--- src/rtl/axrm_pipe_nxn.sv ---
// Pipelined N x N unsigned approximate recursive multiplier built from 2x2 digit products.
// The low a-digit rows may replace 3x3 with 7; a saturating counter tracks delivered hits.
module axrm_pipe_nxn #(
    parameter int unsigned WIDTH      = 8,
    parameter int unsigned EXACT_ROWS = 1,
    parameter int unsigned CNT_W      = 16
) (
    input  logic               clk,
    input  logic               rst,
    input  logic               in_valid,
    output logic               in_ready,
    input  logic [WIDTH-1:0]   a,
    input  logic [WIDTH-1:0]   b,
    input  logic               approx_en,
    output logic               out_valid,
    input  logic               out_ready,
    output logic [2*WIDTH-1:0] result,
    output logic               out_exact,
    output logic [CNT_W-1:0]   hit_count,
    input  logic               clr_count
);

    localparam int unsigned D     = WIDTH / 2;
    localparam int          AROWS = int'(D) - int'(EXACT_ROWS);
    localparam int unsigned HW    = $clog2(D * D + 1);
    // A row sum is at most 3 * (2^WIDTH - 1), so two extra bits suffice.
    localparam int unsigned RW    = WIDTH + 2;
    localparam int unsigned PW    = 2 * WIDTH;
    localparam int unsigned SW    = ((CNT_W > HW) ? CNT_W : HW) + 1;

    logic v1_q, v2_q, v3_q;
    logic adv1, adv2, adv3;

    // Stage 1: captured operands
    logic [WIDTH-1:0] a_q, b_q;
    logic             en_q;

    // Stage 2: per-row partial sums and hit count
    logic [RW-1:0] row_d [D];
    logic [RW-1:0] row_q [D];
    logic [HW-1:0] hits2_d, hits2_q;
    logic [3:0]    pp;

    // Stage 3: final product
    logic [PW-1:0] res_d, res_q;
    logic          exact_d, exact_q;
    logic [HW-1:0] hits3_q;

    logic [CNT_W-1:0] cnt_d, cnt_q;
    logic [SW-1:0]    cnt_sum;

    assign adv3     = !v3_q || out_ready;
    assign adv2     = !v2_q || adv3;
    assign adv1     = !v1_q || adv2;
    assign in_ready = adv1;

    always_ff @(posedge clk or posedge rst) begin
        if (rst) begin
            v1_q <= 1'b0;
            a_q  <= '0;
            b_q  <= '0;
            en_q <= 1'b0;
        end else if (adv1) begin
            v1_q <= in_valid;
            if (in_valid) begin
                a_q  <= a;
                b_q  <= b;
                en_q <= approx_en;
            end
        end
    end

    always_comb begin
        pp      = '0;
        hits2_d = '0;
        for (int i = 0; i < int'(D); i++) begin
            row_d[i] = '0;
            for (int j = 0; j < int'(D); j++) begin
                pp = {2'b00, a_q[2*i +: 2]} * {2'b00, b_q[2*j +: 2]};
                if (en_q && (i < AROWS) && (a_q[2*i +: 2] == 2'b11)
                    && (b_q[2*j +: 2] == 2'b11)) begin
                    pp      = 4'b0111;
                    hits2_d = hits2_d + HW'(1);
                end
                row_d[i] = row_d[i] + (RW'(pp) << (2 * j));
            end
        end
    end

    always_ff @(posedge clk or posedge rst) begin
        if (rst) begin
            v2_q    <= 1'b0;
            hits2_q <= '0;
            for (int i = 0; i < int'(D); i++) begin
                row_q[i] <= '0;
            end
        end else if (adv2) begin
            v2_q <= v1_q;
            if (v1_q) begin
                hits2_q <= hits2_d;
                for (int i = 0; i < int'(D); i++) begin
                    row_q[i] <= row_d[i];
                end
            end
        end
    end

    always_comb begin
        res_d = '0;
        for (int i = 0; i < int'(D); i++) begin
            res_d = res_d + (PW'(row_q[i]) << (2 * i));
        end
        exact_d = (hits2_q == '0);
    end

    always_ff @(posedge clk or posedge rst) begin
        if (rst) begin
            v3_q    <= 1'b0;
            res_q   <= '0;
            exact_q <= 1'b0;
            hits3_q <= '0;
        end else if (adv3) begin
            v3_q <= v2_q;
            if (v2_q) begin
                res_q   <= res_d;
                exact_q <= exact_d;
                hits3_q <= hits2_q;
            end
        end
    end

    always_comb begin
        cnt_sum = SW'(cnt_q) + SW'(hits3_q);
        cnt_d   = cnt_q;
        if (clr_count) begin
            cnt_d = '0;
        end else if (v3_q && out_ready) begin
            if (cnt_sum > SW'({CNT_W{1'b1}})) begin
                cnt_d = '1;
            end else begin
                cnt_d = cnt_sum[CNT_W-1:0];
            end
        end
    end

    always_ff @(posedge clk or posedge rst) begin
        if (rst) begin
            cnt_q <= '0;
        end else begin
            cnt_q <= cnt_d;
        end
    end

    assign out_valid = v3_q;
    assign result    = res_q;
    assign out_exact = exact_q;
    assign hit_count = cnt_q;

endmodule

--- config.mk ---
export PLATFORM = sky130hd
export DESIGN_NAME = axrm_pipe_nxn
export DESIGN_NICKNAME = d
export VERILOG_FILES = /design/src/rtl/axrm_pipe_nxn.sv
export SDC_FILE = /design/constraint.sdc
export NUM_CORES = 1
export LEC_CHECK = 0
export BUFFER_PORTS_ARGS = -buffer_cell sky130_fd_sc_hd__buf_2
export CAP_MARGIN = 0
export CORE_AREA = 2 2 139 141
export DETAILED_ROUTE_END_ITERATION = 8
export DIE_AREA = 0 0 141 143
export GPL_ROUTABILITY_DRIVEN = 0
export GPL_TIMING_DRIVEN = 1
export PLACE_DENSITY_LB_ADDON = 0.2
export SLEW_MARGIN = 20
export SYNTH_ARGS = -nofsm -noshare
export SYNTH_HDL_FRONTEND = slang
export SYNTH_SLANG_ARGS = --single-unit
--- constraint.sdc ---
create_clock -name clk -period 5.5 [get_ports clk]
set_input_delay 0.275 -clock clk [delete_from_list [all_inputs] [get_ports clk]]
set_output_delay 0.275 -clock clk [all_outputs]
set_load 0.1 [all_outputs]
---- Word-level counts from Yosys, hierarchy flattened ----
Cells that the tools add are included.
word-level totals
  bits in registers ....................... 103
  input port bits ......................... 22
  output and inout bits ................... 35
  logic and storage cells ................. 120
cells by class
  add/sub/neg operators ................... 27
  $mul .................................... 16
  magnitude comparators ................... 1
  equality and inequality tests ........... 7
  multiplexer cells ....................... 27
  reduce and logical (&&, ||, !) cells .... 27
operator list
  operator                count
  $mul A2 B2 Y4           16
  $add A5 B1 Y5 const B   11
  $mux W5                 11
  $mux W16                3
  $mux W4                 12
  $add A9 B10 Y10         4
  $add A7 B8 Y9           4
  $add A4 B6 Y7           4
  $add A16 B5 Y17         1
  $gt A17 B16 Y1 const B  1
  $add A15 B16 Y16        1
  $logic_and A1 B1 Y1     16
  $add A13 B14 Y15        1
  $eq A2 B2 Y1 const B    7
  $add A10 B12 Y13        1
  $reduce_and A2 Y1       3
  $logic_not A5 Y1        1
  $logic_not A1 Y1        3
  $logic_or A1 B1 Y1      3
  $reduce_bool A2 Y1      1
  $mux W1                 1

---- Logic depth before layout (Yosys ltp) ----
  word-level depth ........................ 26
  gate-level depth with buffers ........... 30
  mapped depth without buffers ............ 29

---- Worst setup path after synthesis ----
No wires, ideal clock.
  path kind ............................... register to register
  from .................................... reg en_q
  to ...................................... reg hits2_q[4]
  setup time .............................. 76 ps
  arrival ................................. 5748 ps
  data required time ...................... 5424 ps
  slack ................................... -324 ps
  cell stages (with the launch flop) ...... 29
  path buffers ............................ 0
  clock period less this slack ............ 5824 ps
  path through ............................ dfrtp_1 > nand3_2 > nor2_1 > inv_1 > ha_1 > or3_1 > nand2_1 > ha_1 > nand3b_1 > o31a_1 > xnor2_1 > a21oi_1 > ha_1 > nand2_1 > o221ai_2 > xnor2_1 > o21ai_0 > ha_1 > a221oi_2 > xnor2_1 > a21oi_1 > ha_1 > o21ai_0 > o21ai_0 > ha_1 > nand3_1 > a21oi_1 > xnor3_1 > o21ai_1
between the ends
  longest elaborated chain between the ends .. 25
  elaborated cells between the ends (all ways) .. 38
  those cells by class .................... add/sub: 11; mux: 12; reduce/logical: 15
ends and longest elaborated chain
  element                 RTL line  source
  start, declared         36        logic en_q;
  start signal, assigned  68        en_q <= approx_en;
  $logic_and A1 B1 Y1     80        if (en_q && (i < AROWS) && (a_q[2*i +: 2] == 2'b11)
  $logic_and A1 B1 Y1     81        && (b_q[2*j +: 2] == 2'b11)) begin
  $mux W1                 80
  $add A5 B1 Y5           83        hits2_d = hits2_d + HW'(1);
  $mux W5                 80
  $add A5 B1 Y5           83
  $mux W5                 80
  $add A5 B1 Y5           83
  [... 9 more ...]        -
  $add A5 B1 Y5           83
  $mux W5                 80
  $add A5 B1 Y5           83
  $mux W5                 80
  $add A5 B1 Y5           83
  $mux W5                 80
  $add A5 B1 Y5           83
  $mux W5 *               80
  end signal, assigned    100       hits2_q <= hits2_d;
  end, declared           41        logic [HW-1:0] hits2_d, hits2_q;
Every way passes the cells marked *; elsewhere a longest branch is shown, timed or not.
A chain may end at the register's enable or synchronous reset.

---- Final worst setup path ----
Ends and elaborated chain as after synthesis.

==> impl_metrics.json <==
{
  "grt_pass1_vias": 6084,
  "max_slew.worst_pin.slew_ns": 0.873,
  "netlist_top_cells_count": "dfrtp_1 (103), ha_1 (100), nand2_1 (94)",
  "synth-edff-count": 0,
  "area_growth_pct": 15.5,
  "cts_buffers": 9,
  "fillers": 1709,
  "drt_iter0_markers": 229,
  "worstPathRequired_ns": 5.78,
  "powerDensity_nw_per_um2": 439,
  "nets": 1093,
  "cts.sinks": 103,
  "antenna_found_initial": 0,
  "path_max_fanout": 4,
  "finClkSkew_ns": 0.00866,
  "ys_types": 65,
  "design_area_sq_um": 9520,
  "slew_viol_final": 0,
  "yosys_warnings": 0,
  "postRouteAntennaNets": 0,
  "period_needed_ns": 5.52,
  "clock_latency_ns": 0.36,
  "async_flop_share": 1.00,
  "antenna_cells": 0,
  "syn_area_sq_um": 8240,
  "wire_per_inst_um": 15.4,
  "finalSetupTns_ns": -0.0190,
  "slowest_stage": "dfrtp_2",
  "initial_core_util": 0.443,
  "cp-start-kind": "register",
  "clkSlewWorstSetupHoldPaths_ns": 0.08,
  "dpl.hpwl_um": 14200,
  "drive_gt1_frac": 0.217,
  "die_x_um": 141,
  "power_mw": 4.18,
  "synth_seq_cells": 103,
  "critPathKind": "reg2reg",
  "vias": 6267,
  "hold_viol": 0,
  "synth.area.top_cells": "dfrtp_1 (31%), ha_1 (15%), and2_1 (5.3%)",
  "syn_area_per_cell_sq_um": 9.34,
  "cts_max_path_buffers": 2,
  "cts_root_buf": "clkbuf_16",
  "fmax_mhz": 181,
  "htree_num_levels": 3,
  "die_h_um": 143,
  "grt_overflow": 0,
  "ios": 57,
  "via_per_inst": 5.26,
  "grt_max_degree": 81,
  "seq_area_sq_um": 2580,
  "track_usage": 0.189,
  "synth_top_cell_by_area": "dfrtp_1",
  "synthFlopType": "dfrtp_1",
  "syn_inst": 882,
  "drtPass1Iterations": 4,
  "synth.most_common_cell": "dfrtp_1",
  "slew_headroom": 0.417,
  "multi_input_area_sq_um": 5690,
  "status": "finished with violations",
  "grt_pass1_wl_um": 30400,
  "ir_worst_vdd_uv": 198,
  "yosysSeqAreaShare": 0.313,
  "cts_tree": "done",
  "yosysTopAreaCellShare": 0.313,
  "port_buffers": 56,
  "cpPeakStageDelay_ns": 0.44,
  "fin_crit_sh": 1.00,
  "die-area_sq_um": 20200,
  "core-area_sq_um": 18600,
  "rows": 50,
  "setup.worst_path.end_class": "register",
  "whs_ns": 0.0414,
  "holdBufCountCts": 0,
  "cellLeakagePower_nw": 4.48,
  "worst_slack_ns": -0.0190,
  "drv_cap": 0,
  "rsz0062_at_grt": "yes",
  "drc": 0,
  "violations": "negative setup slack",
  "final_util": 0.512,
  "hp-class": "in2async",
  "placed_cell_area_sq_um": 8950,
  "routed_wl_um": 18300,
  "setup_violations": 1,
  "arrival_ns": 5.80,
  "syn-num-nets": 1022
}
==> logic make-up (layout without fill, tap and decap cells) <==
kind of cell | count (synthesis) | in the layout | share of synthesized area
multiplexers | 42 | 42 | 0.0568
buffers and inverters | 58 | 134 | 0.0267
XOR/XNOR | 66 | 66 | 0.0785
AO/OA/AOI/OAI | 168 | 168 | 0.126
adder cells (fa/ha/maj) | 118 | 118 | 0.196
flip-flops | 103 | 103 | 0.313
AND/OR/NAND/NOR | 327 | 327 | 0.203
==> routing by layer <==
layer,vias up,GRT usage,share of wire
li1,3215,-,-
met1,2932,0.267,0.50
met2,101,0.303,0.45
met3,19,0.0322,0.037
met4,0,0.0500,0.017
met5,-,0,0
==> stage by stage <==
step | worst slack [ns] | cells
6_report | -0.0190 | 1192
5_1_grt | -0.237 | 1192
4_1_cts | 0.0132 | 1183
3_5_place_dp | -0.0918 | 1165
3_3_place_gp | 0.0732 | 1165
2_1_floorplan | 0.133 | 882
==> cells in the final DEF (no fill, tap or decap), types with 4 or more instances in the layout <==
cell / synthesis / final
nor3_1: 9 / 9
buf_4: 0 / 35
or2_2: 11 / 11
a21oi_1: 46 / 41
ha_4: 0 / 4
buf_2: 2 / 56
a21o_1: 6 / 6
o21ai_0: 63 / 60
nand3_1: 25 / 24
o21bai_1: 14 / 14
nor2b_1: 9 / 9
o21ai_1: 2 / 5
nor2_1: 58 / 56
nand2_1: 94 / 89
a21oi_2: 0 / 4
xnor2_2: 0 / 4
nand4_1: 4 / 4
a211oi_1: 5 / 5
a311oi_1: 4 / 4
dfrtp_1: 103 / 102
xor2_1: 12 / 11
clkbuf_16: 0 / 9
fa_1: 18 / 18
nand2b_1: 16 / 16
and3_1: 9 / 8
inv_1: 25 / 22
ha_1: 100 / 94
and2_1: 70 / 70
mux2_2: 38 / 38
xnor2_1: 49 / 45
nand2_2: 0 / 4
mux2i_1: 4 / 4
==> critical path, delay by kind of cell (launching register included) <==
family                     cells  cell delay, ns
DFF                            1            0.44
and+or+nand+nor                8            1.50
buffers and inverters          1            0.06
xor gates and xnor gates       4            0.80
AOI/OAI and AO/OA              9            1.23
adders and majority gates      5            1.42
==> cell type report <==
| type | instances | share of cell area |
|---|---|---|
| Sequential cell | 103 | 0.271 |
| Inverter | 26 | 0.0105 |
| Tap cell | 234 | 0.0308 |
| Multi-Input combinational cell | 721 | 0.598 |
| Clock inverter | 6 | 0.00657 |
| Timing Repair Buffer | 92 | 0.0583 |
| Clock buffer | 10 | 0.0251 |
==> power breakdown <==
part           switching, mW  total [mW]  internal (mW)
combinational           1.47        2.40          0.929
sequential             0.163        1.13          0.971
clock                  0.315       0.646          0.332
==> final timing paths <==
path,from,to,slack [ns],depth (start not counted)
max,en_q,hits2_q[4],-0.02,27
min,rst,result[15],0.04,2
max reg2reg,en_q,hits2_q[4],-0.02,27
min reg2reg,result[11],result[11],0.48,2
max in group asynchronous,rst,en_q,4.40,3
min in group clk,in_valid,v1_q,0.13,2
==> sequential cells by signal, indices dropped and copies added, names as in the netlist, 5 cells and up <==
signal     count
hits2_q        5
a_q            8
b_q            8
hits3_q        5
row_q         40
result        16
hit_count     16
==> timing repair <==
| action | CTS | global route |
|---|---|---|
| gates resized for setup | 3 | 28 |
| buffers inserted | 2 | 9 |
| pin swaps | 4 | 26 |
| endpoints found under the hold margin | 0 | 0 |
| endpoints found under the setup margin | 2 | 4 |
No activity file was read; power rests on OpenSTA's default activity.
